File: src/rtl/cla_mul_seq.sv
// +-----------------------------------------------------------------------------+
// | Module   : cla_mul_seq (with helper cla_16bit)                              |
// | Brief    : 16x16->32 unsigned shift-and-add multiplier over one shared CLA. |
// |            Optional MUL_ZERO_SKIP_EN: zero operands finish on accept edge.  |
// | Revision : 1.0 - initial release                                            |
// +-----------------------------------------------------------------------------+
`default_nettype none

module cla_16bit (
  input  logic [15:0] a,
  input  logic [15:0] b,
  input  logic        c_in,
  output logic [15:0] s,
  output logic        g16g,
  output logic        g16p
);
  logic [15:0] w_g;
  logic [15:0] w_p;
  logic [15:0] w_c;
  logic [3:0]  w_gg;
  logic [3:0]  w_gp;
  logic [3:0]  w_gc;

  assign w_g = a & b;
  assign w_p = a ^ b;

  // Two-level lookahead: 4-bit groups, then a lookahead across the groups.
  genvar gi;
  generate
    for (gi = 0; gi < 4; gi++) begin : g_grp
      localparam int B = 4 * gi;
      assign w_gp[gi] = &w_p[B+3:B];
      assign w_gg[gi] = w_g[B+3]
                      | (w_p[B+3] & w_g[B+2])
                      | (w_p[B+3] & w_p[B+2] & w_g[B+1])
                      | (w_p[B+3] & w_p[B+2] & w_p[B+1] & w_g[B]);
      assign w_c[B]   = w_gc[gi];
      assign w_c[B+1] = w_g[B] | (w_p[B] & w_gc[gi]);
      assign w_c[B+2] = w_g[B+1] | (w_p[B+1] & w_g[B]) | (w_p[B+1] & w_p[B] & w_gc[gi]);
      assign w_c[B+3] = w_g[B+2] | (w_p[B+2] & w_g[B+1]) | (w_p[B+2] & w_p[B+1] & w_g[B])
                      | (w_p[B+2] & w_p[B+1] & w_p[B] & w_gc[gi]);
    end
  endgenerate

  assign w_gc[0] = c_in;
  assign w_gc[1] = w_gg[0] | (w_gp[0] & c_in);
  assign w_gc[2] = w_gg[1] | (w_gp[1] & w_gg[0]) | (w_gp[1] & w_gp[0] & c_in);
  assign w_gc[3] = w_gg[2] | (w_gp[2] & w_gg[1]) | (w_gp[2] & w_gp[1] & w_gg[0])
                 | (w_gp[2] & w_gp[1] & w_gp[0] & c_in);

  assign g16g = w_gg[3] | (w_gp[3] & w_gg[2]) | (w_gp[3] & w_gp[2] & w_gg[1])
              | (w_gp[3] & w_gp[2] & w_gp[1] & w_gg[0]);
  assign g16p = &w_gp;
  assign s    = w_p ^ w_c;
endmodule

module cla_mul_seq #(
  parameter int WIDTH = 16,
  parameter int CNT_W = 5
) (
  input  logic               clk,
  input  logic               rst,
  input  logic               start,
  input  logic [WIDTH-1:0]   a,
  input  logic [WIDTH-1:0]   b,
  output logic               busy,
  output logic               done,
  output logic [2*WIDTH-1:0] product
);
  typedef enum logic [1:0] {
    ST_IDLE = 2'd0,
    ST_RUN  = 2'd1,
    ST_DONE = 2'd2
  } state_t;

  localparam logic [CNT_W-1:0] c_LAST_CNT = CNT_W'(WIDTH - 1);

  state_t             r_state;
  state_t             w_state_nxt;
  logic [WIDTH-1:0]   r_hi;
  logic [WIDTH-1:0]   r_lo;
  logic [WIDTH-1:0]   r_mc;
  logic [CNT_W-1:0]   r_cnt;
  logic               r_busy;
  logic               r_done;
  logic [2*WIDTH-1:0] r_product;

  logic               w_accept;
  logic               w_last;
  logic               w_zero;
  logic [WIDTH-1:0]   w_sum;
  logic [WIDTH-1:0]   w_s;
  logic               w_g16g;
  logic               w_g16p;
  logic               w_cin;
  logic               w_co;

`ifdef MUL_ZERO_SKIP_EN
  assign w_zero = (a == '0) || (b == '0);
`else
  assign w_zero = 1'b0;
`endif

  assign w_accept = start && ((r_state == ST_IDLE) || (r_state == ST_DONE));
  assign w_last   = (r_state == ST_RUN) && (r_cnt == c_LAST_CNT);

  assign w_cin = 1'b0;
  cla_16bit u_cla (
    .a    (r_hi),
    .b    (r_mc),
    .c_in (w_cin),
    .s    (w_sum),
    .g16g (w_g16g),
    .g16p (w_g16p)
  );

  // Only an actual add may produce a carry into the top of hi.
  assign w_s  = r_lo[0] ? w_sum : r_hi;
  assign w_co = r_lo[0] & (w_g16g | (w_g16p & w_cin));

  always_ff @(posedge clk or posedge rst) begin
    if (rst) r_state <= ST_IDLE;
    else     r_state <= w_state_nxt;
  end

  always_comb begin
    w_state_nxt = r_state;
    case (r_state)
      ST_IDLE: if (w_accept) w_state_nxt = w_zero ? ST_DONE : ST_RUN;
      ST_RUN:  if (w_last)   w_state_nxt = ST_DONE;
      ST_DONE: begin
        if (w_accept) w_state_nxt = w_zero ? ST_DONE : ST_RUN;
        else          w_state_nxt = ST_IDLE;
      end
      default: w_state_nxt = ST_IDLE;
    endcase
  end

  always_ff @(posedge clk or posedge rst) begin
    if (rst) begin
      r_hi      <= '0;
      r_lo      <= '0;
      r_mc      <= '0;
      r_cnt     <= '0;
      r_busy    <= 1'b0;
      r_done    <= 1'b0;
      r_product <= '0;
    end else begin
      r_done <= 1'b0;
      if (w_accept) begin
        r_hi  <= '0;
        r_lo  <= b;
        r_mc  <= a;
        r_cnt <= '0;
        if (w_zero) begin
          r_busy    <= 1'b0;
          r_done    <= 1'b1;
          r_product <= '0;
        end else begin
          r_busy <= 1'b1;
        end
      end else if (r_state == ST_RUN) begin
        r_hi  <= {w_co, w_s[WIDTH-1:1]};
        r_lo  <= {w_s[0], r_lo[WIDTH-1:1]};
        r_cnt <= r_cnt + CNT_W'(1);
        if (w_last) begin
          r_busy    <= 1'b0;
          r_done    <= 1'b1;
          r_product <= {w_co, w_s, r_lo[WIDTH-1:1]};
        end
      end
    end
  end

  assign busy    = r_busy;
  assign done    = r_done;
  assign product = r_product;
endmodule

`default_nettype wire
File: config.mk
export PLATFORM = sky130hd
export DESIGN_NAME = cla_mul_seq
export DESIGN_NICKNAME = d
export VERILOG_FILES = /design/src/rtl/cla_mul_seq.sv
export SDC_FILE = /design/constraint.sdc
export NUM_CORES = 1
export LEC_CHECK = 0
export CAP_MARGIN = 10
export CELL_PAD_IN_SITES_DETAIL_PLACEMENT = 1
export CELL_PAD_IN_SITES_GLOBAL_PLACEMENT = 1
export CORE_MARGIN = 1
export CORE_UTILIZATION = 42
export CTS_CLUSTER_DIAMETER = 60
export DETAILED_ROUTE_END_ITERATION = 12
export PLACE_DENSITY = 0.81
export SLEW_MARGIN = 5
export SYNTH_ARGS = -nofsm -noshare
export SYNTH_HDL_FRONTEND = slang
export SYNTH_HIERARCHICAL = 1
export SYNTH_SLANG_ARGS = --single-unit
File: constraint.sdc
create_clock -name clk -period 3.5 [get_ports clk]
set_clock_uncertainty 0.1 [all_clocks]
set_input_delay 0.7 -clock clk [delete_from_list [all_inputs] [get_ports clk]]
set_output_delay 0.7 -clock clk [all_outputs]
set_load 0.02 [all_outputs]
==> results_tabular.tex <==
\begin{tabular}{lr}
\hline
Metric & Value \\
\hline
\multicolumn{2}{l}{\textbf{Run status}} \\
\quad Run status & finished clean \\
\multicolumn{2}{l}{\textbf{Routing}} \\
\quad Length of the first detailed-routing pass in iterations & 4 \\
\quad WL final & a little over 10 mm \\
\quad Wire per inst & $\sim$17 µm \\
\quad Via-per-instance ratio & approximately 5.3 \\
\quad DR DRC count & 0 \\
\quad Initial DRC count & 86 \\
\quad Total via count after detailed routing & between 3000 and 4000 \\
\quad Number of nets with antenna violations after routing & 0 \\
\multicolumn{2}{l}{\textbf{Die}} \\
\quad Horizontal die dimension & about 100 µm \\
\quad Standard-cell row count & 36 \\
\quad Die H & 104 µm \\
\quad Top-level port count & around 70 \\
\quad Initial cell density of the core & $\sim$44\% \\
\quad Core Box Area & around 10000 µm² \\
\quad Die Area & between 10000 and 15000 µm² \\
\multicolumn{2}{l}{\textbf{Clocking}} \\
\quad Maximum buffer depth of the clock tree & 2 \\
\quad H-tree levels & 3 \\
\quad Post\_cts resized & 0 \\
\quad Clock root buffer & sky130\_fd\_sc\_hd\_\_clkbuf\_8 \\
\quad TritonCTS clock tree & built \\
\quad Hold bufs inserted after CTS & 0 \\
\quad Source-to-sink clock delay at the later pin of the worst-skew pair & approximately 380 ps \\
\quad Clock buffers created by TritonCTS & 9 \\
\quad Post-CTS Setup Inserts & 0 \\
\quad Worst-path clk slew & approximately 100 ps \\
\quad Total clock sinks & approximately 90 \\
\multicolumn{2}{l}{\textbf{Finish}} \\
\quad Total area of multi-input combinational cells & $\sim$2000 µm² \\
\quad Number of diodes added for antenna fixing & 0 \\
\quad Share of cells above drive strength 1 & 10.0\% \\
\quad FF/Latch Area & around 2200 µm² \\
\quad Area added between synthesis and finish & 22.0\% \\
\quad \# fillers & 1106 \\
\quad Total Nets Final & between 500 and 600 \\
\multicolumn{2}{l}{\textbf{Global routing}} \\
\quad All-layer global routing usage & between 20\% and 30\% \\
\quad Number of global-route vias before repair & around 3600 \\
\quad Wire length of the first global-routing pass & about 18 mm \\
\quad Overflow left after global routing & 0 \\
\quad Number of antenna violations at the first check in global routing & 0 \\
\quad Largest net degree at the start of global routing & 64 \\
\multicolumn{2}{l}{\textbf{Synthesis}} \\
\quad Synthesized area per cell & around 11 µm² \\
\quad Yosys synthesis warning count & 6 \\
\quad Synth Cell Area & around 4400 µm² \\
\quad Gate count after technology mapping & 408 \\
\multicolumn{2}{l}{\textbf{Placement}} \\
\quad Routability congestion estimate & around 0.81 \\
\quad HPWL reported at the end of detailed placement & around 7.2 mm \\
\quad \# port buffers & 68 \\
\multicolumn{2}{l}{\textbf{Flow run}} \\
\quad Maximum capacitance violations & 0 \\
\multicolumn{2}{l}{\textbf{Power}} \\
\quad Leakage power & roughly 0.0025 µW \\
\quad Sw Share & a little over two fifths \\
\quad Worst IR Drop VDD & between 0.0004 and 0.0005 V \\
\quad Cell area power density & a little under 1000 nW/µm² \\
\quad Clock share of power & between 10\% and 20\% \\
\quad Switching power total & between 2000 and 2500 µW \\
\quad Share of power burned in registers & 35.5\% \\
\quad P\_int & 3000 µW \\
\quad Share of power burned in combinational logic & between 50\% and 60\% \\
\quad Total power of the final layout & 5230 µW \\
\multicolumn{2}{l}{\textbf{Critical path}} \\
\quad Biggest fanout along the worst timing path & 9 \\
\quad Data required time of the worst path & 3630 ps \\
\quad Critical path arrival & 2990 ps \\
\quad Type of element launching the critical path & flop \\
\quad Category of the worst setup path capture point & flop \\
\quad CP Class & reg2reg \\
\multicolumn{2}{l}{\textbf{STA}} \\
\quad Period utilisation layout & between 80\% and 90\% \\
\quad Pins over their slew limit & 0 \\
\quad FMAX & 349 MHz \\
\quad Worst slew margin & between 30\% and 40\% \\
\quad Setup total negative slack & 0 ps \\
\quad Clock period minus final worst setup slack & 2870 ps \\
\quad Fin. Hold Viols & 0 \\
\quad Worst-margin pin slew & slightly above 1000 ps \\
\quad Setup repair after global routing missed its margin & false \\
\quad Final setup violating endpoints & 0 \\
\multicolumn{2}{l}{\textbf{Hold path}} \\
\quad Kind of path behind the tightest hold check & reg2reg \\
\hline
\end{tabular}
==> state kept, by name (all words and copies together) (netlist names) <==
name	cells
product	32
r_hi	16
r_lo	16
r_mc	16
r_cnt	5
r_state	2
busy	1
done	1
==> routing by layer <==
metal	part of all wire [%]	global-route usage, %	vias up
li1	-	-	1570
met1	44	24.5	1614
met2	51	35.6	65
met3	4.5	6.52	13
met4	1.3	6.63	0
met5	0	0	-
==> power by group through the flow <==
stage / Combinational, µW / Sequential [µW] / Clock [µW]
2_1_floorplan: 1750 / 1980 / 0
5_1_grt: 3040 / 1920 / 734
6_report: 2700 / 1860 / 671
3_5_place_dp: 2740 / 1870 / 0
3_3_place_gp: 2620 / 1840 / 0
4_1_cts: 2750 / 1860 / 700
==> per-stage QoR <==
stage | worst slack, ps | hold slack (ps) | cell area (µm²) | util [%] | cells
floorplan | 393 | 337 | 4400 | - | 410
global placement | 777 | 356 | 5180 | 52.0 | 595
detailed placement | 615 | 369 | 5180 | 52.0 | 595
CTS | 591 | 391 | 5360 | 53.9 | 611
global route | 370 | 416 | 5360 | 53.9 | 611
finish | 632 | 383 | 5360 | 53.9 | 611
==> worst max-delay path: stages (launching register included) <==
cell,delay (ps)
sky130_fd_sc_hd__dfrtp_1,420
sky130_fd_sc_hd__ha_1,370
sky130_fd_sc_hd__a21oi_1,250
sky130_fd_sc_hd__o221ai_2,260
sky130_fd_sc_hd__a31oi_1,370
sky130_fd_sc_hd__inv_1,100
sky130_fd_sc_hd__fa_1,400
sky130_fd_sc_hd__xor2_1,170
sky130_fd_sc_hd__mux2i_1,180
sky130_fd_sc_hd__o2bb2ai_1,100
==> layout by cell type, fill, tap and decap left out, types with 3 or more instances in the layout <==
master,n
sky130_fd_sc_hd__xor2_1,5
sky130_fd_sc_hd__a21o_1,5
sky130_fd_sc_hd__mux2i_1,17
sky130_fd_sc_hd__nor2_1,7
sky130_fd_sc_hd__o21ai_0,20
sky130_fd_sc_hd__nand4_1,4
sky130_fd_sc_hd__clkdlybuf4s50_1,68
sky130_fd_sc_hd__a22oi_1,14
sky130_fd_sc_hd__conb_1,3
sky130_fd_sc_hd__fa_1,4
sky130_fd_sc_hd__inv_1,10
sky130_fd_sc_hd__inv_6,3
sky130_fd_sc_hd__a31oi_1,3
sky130_fd_sc_hd__dfrtp_1,89
sky130_fd_sc_hd__buf_4,6
sky130_fd_sc_hd__nand2_1,91
sky130_fd_sc_hd__clkbuf_8,9
sky130_fd_sc_hd__o2bb2ai_1,16
sky130_fd_sc_hd__xnor2_1,5
sky130_fd_sc_hd__a21oi_1,7
sky130_fd_sc_hd__ha_1,18
sky130_fd_sc_hd__mux2_2,16
sky130_fd_sc_hd__nand3_1,19
==> path summary, 6_finish.rpt <==
path                            slack, ps   startpoint  depth (start not counted)          end
worst max-delay path                  630      r_hi[1]                          9      r_hi[8]
worst min-delay path                  380  product[21]                          2  product[21]
worst max register to register        630      r_hi[1]                          9      r_hi[8]
worst min register to register        380  product[21]                          2  product[21]
max in group asynchronous            2040          rst                          3      r_hi[4]
min in group asynchronous             540          rst                          2  product[14]
==> cell type report <==
type	count	share of cell area [%]
clock buffer	9	2.31
tap	133	3.10
sequential	89	41.5
multi-input combinational	287	37.3
inverter	11	0.793
clock inverter	7	1.10
timing repair buffer	75	13.9
(Power assumes the default switching activity.)
